==> src/rtl/traffic_lights_pkg.sv <==
// Shared types and helpers for the traffic_lights controller and its
// command-side generator: command codes, host request codes, and the
// mapping from (request, step index) to the command and payload emitted.
package traffic_lights_pkg;

  localparam int CMD_W  = 3;
  localparam int DATA_W = 16;

  typedef enum logic [2:0] {
    CMD_ON           = 3'd0,
    CMD_OFF          = 3'd1,
    CMD_NOTRANSITION = 3'd2,
    CMD_SET_GREEN    = 3'd3,
    CMD_SET_RED      = 3'd4,
    CMD_SET_YELLOW   = 3'd5
  } cmd_type_t;

  typedef enum logic [1:0] {
    REQ_PROGRAM = 2'd0,
    REQ_ON      = 2'd1,
    REQ_OFF     = 2'd2,
    REQ_BLINK   = 2'd3
  } req_type_t;

  typedef enum logic [1:0] {
    ST_IDLE = 2'd0,
    ST_SEND = 2'd1,
    ST_GAP  = 2'd2
  } gen_state_t;

  // Command emitted at step idx of a request's expansion.
  function automatic cmd_type_t cmd_for_step(input req_type_t t, input logic [2:0] idx);
    cmd_type_t c;
    c = CMD_ON;
    case (t)
      REQ_PROGRAM: begin
        case (idx)
          3'd0:    c = CMD_NOTRANSITION;
          3'd1:    c = CMD_SET_GREEN;
          3'd2:    c = CMD_SET_RED;
          3'd3:    c = CMD_SET_YELLOW;
          default: c = CMD_ON;
        endcase
      end
      REQ_ON:    c = CMD_ON;
      REQ_OFF:   c = CMD_OFF;
      REQ_BLINK: c = CMD_NOTRANSITION;
      default:   c = CMD_ON;
    endcase
    return c;
  endfunction

  // Payload for step idx: only the SET_* steps of PROGRAM carry a time.
  function automatic logic [15:0] data_for_step(input req_type_t t, input logic [2:0] idx,
                                                input logic [15:0] green,
                                                input logic [15:0] red,
                                                input logic [15:0] yellow);
    logic [15:0] d;
    d = 16'd0;
    if (t == REQ_PROGRAM) begin
      case (idx)
        3'd1:    d = green;
        3'd2:    d = red;
        3'd3:    d = yellow;
        default: d = 16'd0;
      endcase
    end else begin
      d = 16'd0;
    end
    return d;
  endfunction

  // Index of the final step of a request's expansion.
  function automatic logic [2:0] last_step(input req_type_t t);
    logic [2:0] n;
    if (t == REQ_PROGRAM) begin
      n = 3'd4;
    end else begin
      n = 3'd0;
    end
    return n;
  endfunction

endpackage

==> src/rtl/traffic_lights_cmd_gen.sv <==
// Command-side master for traffic_lights: accepts host requests over a
// valid/ready handshake and expands each into a spaced sequence of
// one-cycle command strobes. Every output comes straight from a flop.
module traffic_lights_cmd_gen #(
  parameter int unsigned CMD_GAP = 2
) (
  input  logic        clk_i,
  input  logic        srst_i,
  input  logic        req_valid_i,
  output logic        req_ready_o,
  input  logic [1:0]  req_type_i,
  input  logic [15:0] req_green_ms_i,
  input  logic [15:0] req_red_ms_i,
  input  logic [15:0] req_yellow_ms_i,
  output logic [2:0]  cmd_type_o,
  output logic        cmd_valid_o,
  output logic [15:0] cmd_data_o,
  output logic        busy_o,
  output logic        err_o
);

  import traffic_lights_pkg::*;

  // Gap counter runs 0..CMD_GAP-1; with no gap the GAP state is unreachable.
  localparam logic       GAP_EN   = (CMD_GAP != 0);
  localparam logic [3:0] GAP_LAST = (CMD_GAP == 0) ? 4'd0 : 4'(CMD_GAP - 1);

  gen_state_t  state_r, state_s;
  logic [2:0]  idx_r, idx_s;
  logic [3:0]  gap_r, gap_s;
  req_type_t   req_type_r, req_type_s;
  logic [15:0] green_r, green_s;
  logic [15:0] red_r, red_s;
  logic [15:0] yellow_r, yellow_s;
  cmd_type_t   cmd_type_r, cmd_type_s;
  logic        cmd_valid_r, cmd_valid_s;
  logic [15:0] cmd_data_r, cmd_data_s;
  logic        ready_r, ready_s;
  logic        busy_r, busy_s;
  logic        err_r, err_s;

  req_type_t   in_type_s;
  logic        accept_s;
  logic        reject_s;
  logic        seq_done_s;
  logic [2:0]  idx_next_s;

  assign in_type_s  = req_type_t'(req_type_i);
  assign accept_s   = req_valid_i && ready_r;
  assign reject_s   = (in_type_s == REQ_PROGRAM) &&
                      ((req_green_ms_i == 16'd0) || (req_red_ms_i == 16'd0) ||
                       (req_yellow_ms_i == 16'd0));
  assign seq_done_s = (idx_r == last_step(req_type_r));
  assign idx_next_s = idx_r + 3'd1;

  // Next-state and next-output computation; output flops take these values.
  always_comb begin
    state_s     = state_r;
    idx_s       = idx_r;
    gap_s       = gap_r;
    req_type_s  = req_type_r;
    green_s     = green_r;
    red_s       = red_r;
    yellow_s    = yellow_r;
    cmd_type_s  = CMD_ON;
    cmd_valid_s = 1'b0;
    cmd_data_s  = 16'd0;
    ready_s     = 1'b0;
    busy_s      = 1'b0;
    err_s       = 1'b0;

    case (state_r)
      ST_IDLE: begin
        if (accept_s) begin
          req_type_s = in_type_s;
          green_s    = req_green_ms_i;
          red_s      = req_red_ms_i;
          yellow_s   = req_yellow_ms_i;
          idx_s      = 3'd0;
          gap_s      = 4'd0;
          if (reject_s) begin
            err_s   = 1'b1;
            ready_s = 1'b1;
            state_s = ST_IDLE;
          end else begin
            state_s     = ST_SEND;
            cmd_valid_s = 1'b1;
            cmd_type_s  = cmd_for_step(in_type_s, 3'd0);
            cmd_data_s  = data_for_step(in_type_s, 3'd0, req_green_ms_i,
                                        req_red_ms_i, req_yellow_ms_i);
            busy_s      = 1'b1;
          end
        end else begin
          ready_s = 1'b1;
        end
      end

      ST_SEND: begin
        if (GAP_EN) begin
          state_s = ST_GAP;
          gap_s   = 4'd0;
          busy_s  = 1'b1;
        end else if (seq_done_s) begin
          state_s = ST_IDLE;
          ready_s = 1'b1;
        end else begin
          state_s     = ST_SEND;
          idx_s       = idx_next_s;
          cmd_valid_s = 1'b1;
          cmd_type_s  = cmd_for_step(req_type_r, idx_next_s);
          cmd_data_s  = data_for_step(req_type_r, idx_next_s, green_r, red_r, yellow_r);
          busy_s      = 1'b1;
        end
      end

      ST_GAP: begin
        if (gap_r != GAP_LAST) begin
          gap_s  = gap_r + 4'd1;
          busy_s = 1'b1;
        end else if (seq_done_s) begin
          state_s = ST_IDLE;
          gap_s   = 4'd0;
          ready_s = 1'b1;
        end else begin
          state_s     = ST_SEND;
          gap_s       = 4'd0;
          idx_s       = idx_next_s;
          cmd_valid_s = 1'b1;
          cmd_type_s  = cmd_for_step(req_type_r, idx_next_s);
          cmd_data_s  = data_for_step(req_type_r, idx_next_s, green_r, red_r, yellow_r);
          busy_s      = 1'b1;
        end
      end

      default: begin
        state_s = ST_IDLE;
        idx_s   = 3'd0;
        gap_s   = 4'd0;
      end
    endcase
  end

  // State, latched request and registered outputs; reset aborts any sequence.
  always_ff @(posedge clk_i) begin
    if (srst_i) begin
      state_r     <= ST_IDLE;
      idx_r       <= 3'd0;
      gap_r       <= 4'd0;
      req_type_r  <= REQ_PROGRAM;
      green_r     <= 16'd0;
      red_r       <= 16'd0;
      yellow_r    <= 16'd0;
      cmd_type_r  <= CMD_ON;
      cmd_valid_r <= 1'b0;
      cmd_data_r  <= 16'd0;
      ready_r     <= 1'b0;
      busy_r      <= 1'b0;
      err_r       <= 1'b0;
    end else begin
      state_r     <= state_s;
      idx_r       <= idx_s;
      gap_r       <= gap_s;
      req_type_r  <= req_type_s;
      green_r     <= green_s;
      red_r       <= red_s;
      yellow_r    <= yellow_s;
      cmd_type_r  <= cmd_type_s;
      cmd_valid_r <= cmd_valid_s;
      cmd_data_r  <= cmd_data_s;
      ready_r     <= ready_s;
      busy_r      <= busy_s;
      err_r       <= err_s;
    end
  end

  assign req_ready_o = ready_r;
  assign cmd_type_o  = cmd_type_r;
  assign cmd_valid_o = cmd_valid_r;
  assign cmd_data_o  = cmd_data_r;
  assign busy_o      = busy_r;
  assign err_o       = err_r;

endmodule
==> config.mk <==
export PLATFORM = sky130hd
export DESIGN_NAME = traffic_lights_cmd_gen
export DESIGN_NICKNAME = d
export VERILOG_FILES = /design/src/rtl/traffic_lights_pkg.sv /design/src/rtl/traffic_lights_cmd_gen.sv
export SDC_FILE = /design/constraint.sdc
export NUM_CORES = 1
export LEC_CHECK = 0
export ABC_AREA = 1
export BUFFER_PORTS_ARGS = -buffer_cell sky130_fd_sc_hd__buf_2
export CORE_UTILIZATION = 40
export CTS_BUF_LIST = sky130_fd_sc_hd__clkbuf_16
export DETAILED_ROUTE_END_ITERATION = 12
export PLACE_DENSITY = 0.61
export SLEW_MARGIN = 20
export SYNTH_ARGS = -nofsm -noshare
export SYNTH_HDL_FRONTEND = slang
export SYNTH_SLANG_ARGS = --single-unit
==> constraint.sdc <==
create_clock -name clk_i -period 1.6 [get_ports clk_i]
set_input_delay 0.24 -clock clk_i [delete_from_list [all_inputs] [get_ports clk_i]]
set_output_delay 0.24 -clock clk_i [all_outputs]
set_load 0.02 [all_outputs]
==> summary.md <==
| Metric | Value |
|---|---|
| Crit start category | register |
| Max-Cap Viols | 0 |
| Drt pass-1 iters | 4 |
| Sequential-to-total area share from yosys stat | 0.4595 |
| Crit-path cells | ha_2, ha_4, inv_1, nand2_1, inv_2, buf_12, nand2_1, a31oi_4 |
| First-pass GRT wire length | 14.10 mm |
| Final period util | 0.9520 |
| CTS buffer count | 9 |
| Worst Skew | 0.01102 ns |
| Post-route ant nets | 0 |
| Avg Synthesized Cell Area | 7.732 um^2 |
| # resized after CTS | 0 |
| Top cell by count, worst path | nand2_1 |
| Critical-path maximum fanout | 16 |
| Placer Congestion | 0.7960 |
| Leak | 1.892 nW |
| Port-buffer cells | 75 |
| Initial antenna violation count | 0 |
| Hold Startpoint | req_green_ms_i[0] |
| DIE WIDTH | 96.50 um |
| Net Switching | 1.224 mW |
| FMAX | 0.6565 GHz |
| Final Max Tran Viols | 0 |
| Min-delay worst type | input pin to register |
| WHS Endpoint | green_r[0]$_SDFFE_PP0P_ |
| Share of cells above drive strength 1 | 0.2514 |
| Crit path DAT | 1.79 ns |
| Setup TNS | 0 ns |
| Initial Utilization | 0.4116 |
| DRC | 0 |
| Tmin final | 1.523 ns |
| WL final | 8.616 mm |
| Netlist Area Pre-Place | 3572 um^2 |
| CORE AREA | 8678 um^2 |
| Worst Setup End Kind | register |
| Final setup fails | 0 |
| Vias in the first global route | 3033 |
| Power per cell area | 1053 nW/um^2 |
| R2R Setup Slk | 0.08 ns |
| Seq pwr share | 0.482 |
| Total GRT Usage | 0.2019 |
| CTS max path bufs | 2 |
| Hold Path Stages | 3 |
| Per-cell routed wire length | 13.19 um |
| Worst R2R Path Depth | 8 |
| RSZ-0062 raised after global routing | false |
| Yosys warnings | 0 |
| H-Tree Depth | 3 |
| Number of diodes | 0 |
| Crit-path slowest cell | dfxtp_1 |
| Fin. Hold Viols | 0 |
| Worst skew pair latency | 0.34 ns |
| Synthesized Nets | 525 |
| WS Path Type | register to register |
| Drt via density | 4.821 |
| VDD IR max | 0.6156 mV |
| Die area | 9312 um^2 |
| Post-synth cell types | 29 |
| Relative slew slack | 0.7606 |
| CTS root buf | clkbuf_16 |
| Clk pwr share | 0.414 |
| Nets | 603 |
| Comb pwr share | 0.104 |
| Post-DP HPWL | 6.187 mm |
| Power Internal | 3.404 mW |
| Num rows | 34 |
| Largest net degree at the start of global routing | 40 |
| Mapped Cells | 462 |
| Hold-fix buffers, CTS | 0 |
| Pre-CTS setup slack | 0.02434 ns |
| Worst Tran Pin Value | 0.3500 ns |
| Status | complete, no violations |
| DR iter-0 viols | 122 |
| I/O Pins | 76 |
| FF-to-FF End | cmd_data_o[13]$_SDFF_PP0_ |
| DR vias | 3148 |
| Reg clk slew, reported paths | 0.07 ns |
| Chip height | 96.50 um |
| Critical Path RT | 1.86 ns |
| Reg2reg start | idx_r[0]$_SDFFE_PP0P_ |
| CP max stage delay | 0.36 ns |
| Synthesis-to-finish area growth | 23.08% |
| CTS tree | yes |
| Worst Slack Setup Final | 0.07682 ns |
| Sw Ratio | 0.2646 |
| Clock net sink count | 82 |
| Post-CTS setup repair buffer count | 0 |
| FF+latch count, synth | 82 |
| Remaining Overflow, GRT | 0 |
-- worst max-delay path, delay by kind of cell (launching register included) --
| family | cells | cell delay, ns |
|---|---|---|
| adders and majority gates | 2 | 0.42 |
| buffers and inverters | 3 | 0.30 |
| DFF | 1 | 0.36 |
| and+or+nand+nor | 2 | 0.19 |
| AOI/OAI and AO/OA | 1 | 0.18 |
-- power groups by stage --
| stage | Clock (mW) | Combinational, mW | Sequential, mW |
|---|---|---|---|
| after global routing | 2.05 | 0.551 | 2.24 |
| after detailed placement | 0 | 0.480 | 2.27 |
| final | 1.92 | 0.482 | 2.23 |
| after CTS | 1.96 | 0.484 | 2.23 |
| after global placement | 0 | 0.471 | 2.28 |
| after floorplan | 0 | 0.309 | 2.26 |
-- kinds of logic (layout without fill, tap and decap cells) --
kind of cell	count (synthesis)	in the layout	share of synthesized area
compound gates	86	86	0.1667
xor+xnor	2	2	0.004905
fa+ha+maj	10	10	0.03503
buf+inv	43	126	0.05884
flops	82	82	0.4595
simple gates	239	239	0.2750
-- metal layers --
metal  up-vias  part of all wire  track usage
li1       1632                 -            -
met1      1431              0.47       0.2640
met2        73              0.46       0.3228
met3        12             0.056      0.04617
met4         0             0.016      0.07721
met5         -                 0            0
-- worst max-delay path by stage --
stage / endpoint / startpoint / cells past startpoint
finish: cmd_data_o[13]$_SDFF_PP0_ / idx_r[0]$_SDFFE_PP0P_ / 8
global route: cmd_type_o[0]$_SDFF_PP0_ / idx_r[0]$_SDFFE_PP0P_ / 9
CTS: cmd_type_o[0]$_SDFF_PP0_ / idx_r[0]$_SDFFE_PP0P_ / 9
detailed placement: cmd_type_o[0]$_SDFF_PP0_ / idx_r[0]$_SDFFE_PP0P_ / 9
global placement: cmd_type_o[0]$_SDFF_PP0_ / idx_r[0]$_SDFFE_PP0P_ / 9
floorplan: cmd_data_o[11]$_SDFF_PP0_ / idx_r[0]$_SDFFE_PP0P_ / 8
-- sequential cells by signal, summed over array words and instances, names as in the netlist --
signal and cells:
cmd_type_o 3, yellow_r 16, req_type_r 2, state_r 2
err_o 1, gap_r 4, cmd_data_o 16, green_r 16
req_ready_o 1, red_r 16, cmd_valid_o 1, idx_r 3
busy_o 1
-- layout by cell type (no fill, tap or decap), types with 8 or more instances in the layout --
| master | count |
|---|---|
| o21ai_1 | 12 |
| a31oi_4 | 9 |
| nand2_1 | 87 |
| inv_1 | 15 |
| buf_2 | 75 |
| buf_4 | 8 |
| a21oi_1 | 14 |
| dfxtp_1 | 81 |
| clkbuf_16 | 9 |
| o21ai_0 | 41 |
| ha_1 | 8 |
| nor2_1 | 131 |
-- layout make-up --
class / count / area, um^2
Fill cell: 884 / 4282
Timing Repair Buffer: 88 / 518.0
Tap cell: 108 / 135.1
Inverter: 22 / 83.83
Clock buffer: 9 / 225.2
Clock inverter: 7 / 53.80
Multi-Input combinational cell: 337 / 1738
Sequential cell: 82 / 1643
-- cell usage after synthesis --
library cell,count,area (um^2)
a2111oi_0,1,8.760
a21oi_1,14,70.07
a21oi_2,1,8.760
a22oi_1,1,7.510
a31oi_1,7,43.79
a31oi_4,9,191.4
buf_12,1,20.02
buf_2,1,5.000
buf_4,6,45.04
buf_6,1,11.26
clkbuf_1,12,45.04
clkinv_2,1,5.000
dfxtp_1,82,1642
ha_1,10,125.1
inv_1,16,60.06
inv_2,5,18.77
nand2_1,88,330.3
nand2_2,2,12.51
nand3_1,6,30.03
nand4_4,1,21.27
nor2_1,131,491.7
nor2_2,4,25.02
nor2_4,4,45.04
nor3_1,2,10.01
nor3_4,1,16.27
o21ai_0,41,205.2
o21ai_1,12,60.06
xnor2_1,1,8.760
xor2_1,1,8.760
-- stage by stage --
step                      instances  hold WS, ns  instance area, um^2  utilization  total power, mW
after floorplan                 462       0.3193                 3578            -            2.573
after global placement          637       0.4746                 4091       0.4715            2.746
after detailed placement        637       0.4784                 4091       0.4715            2.755
after CTS                       653       0.1353                 4370       0.5036            4.672
after global routing            653       0.1488                 4397       0.5066            4.846
final                           653       0.1405                 4397       0.5066            4.628
Note: power is estimated with default switching activity, not from simulation.
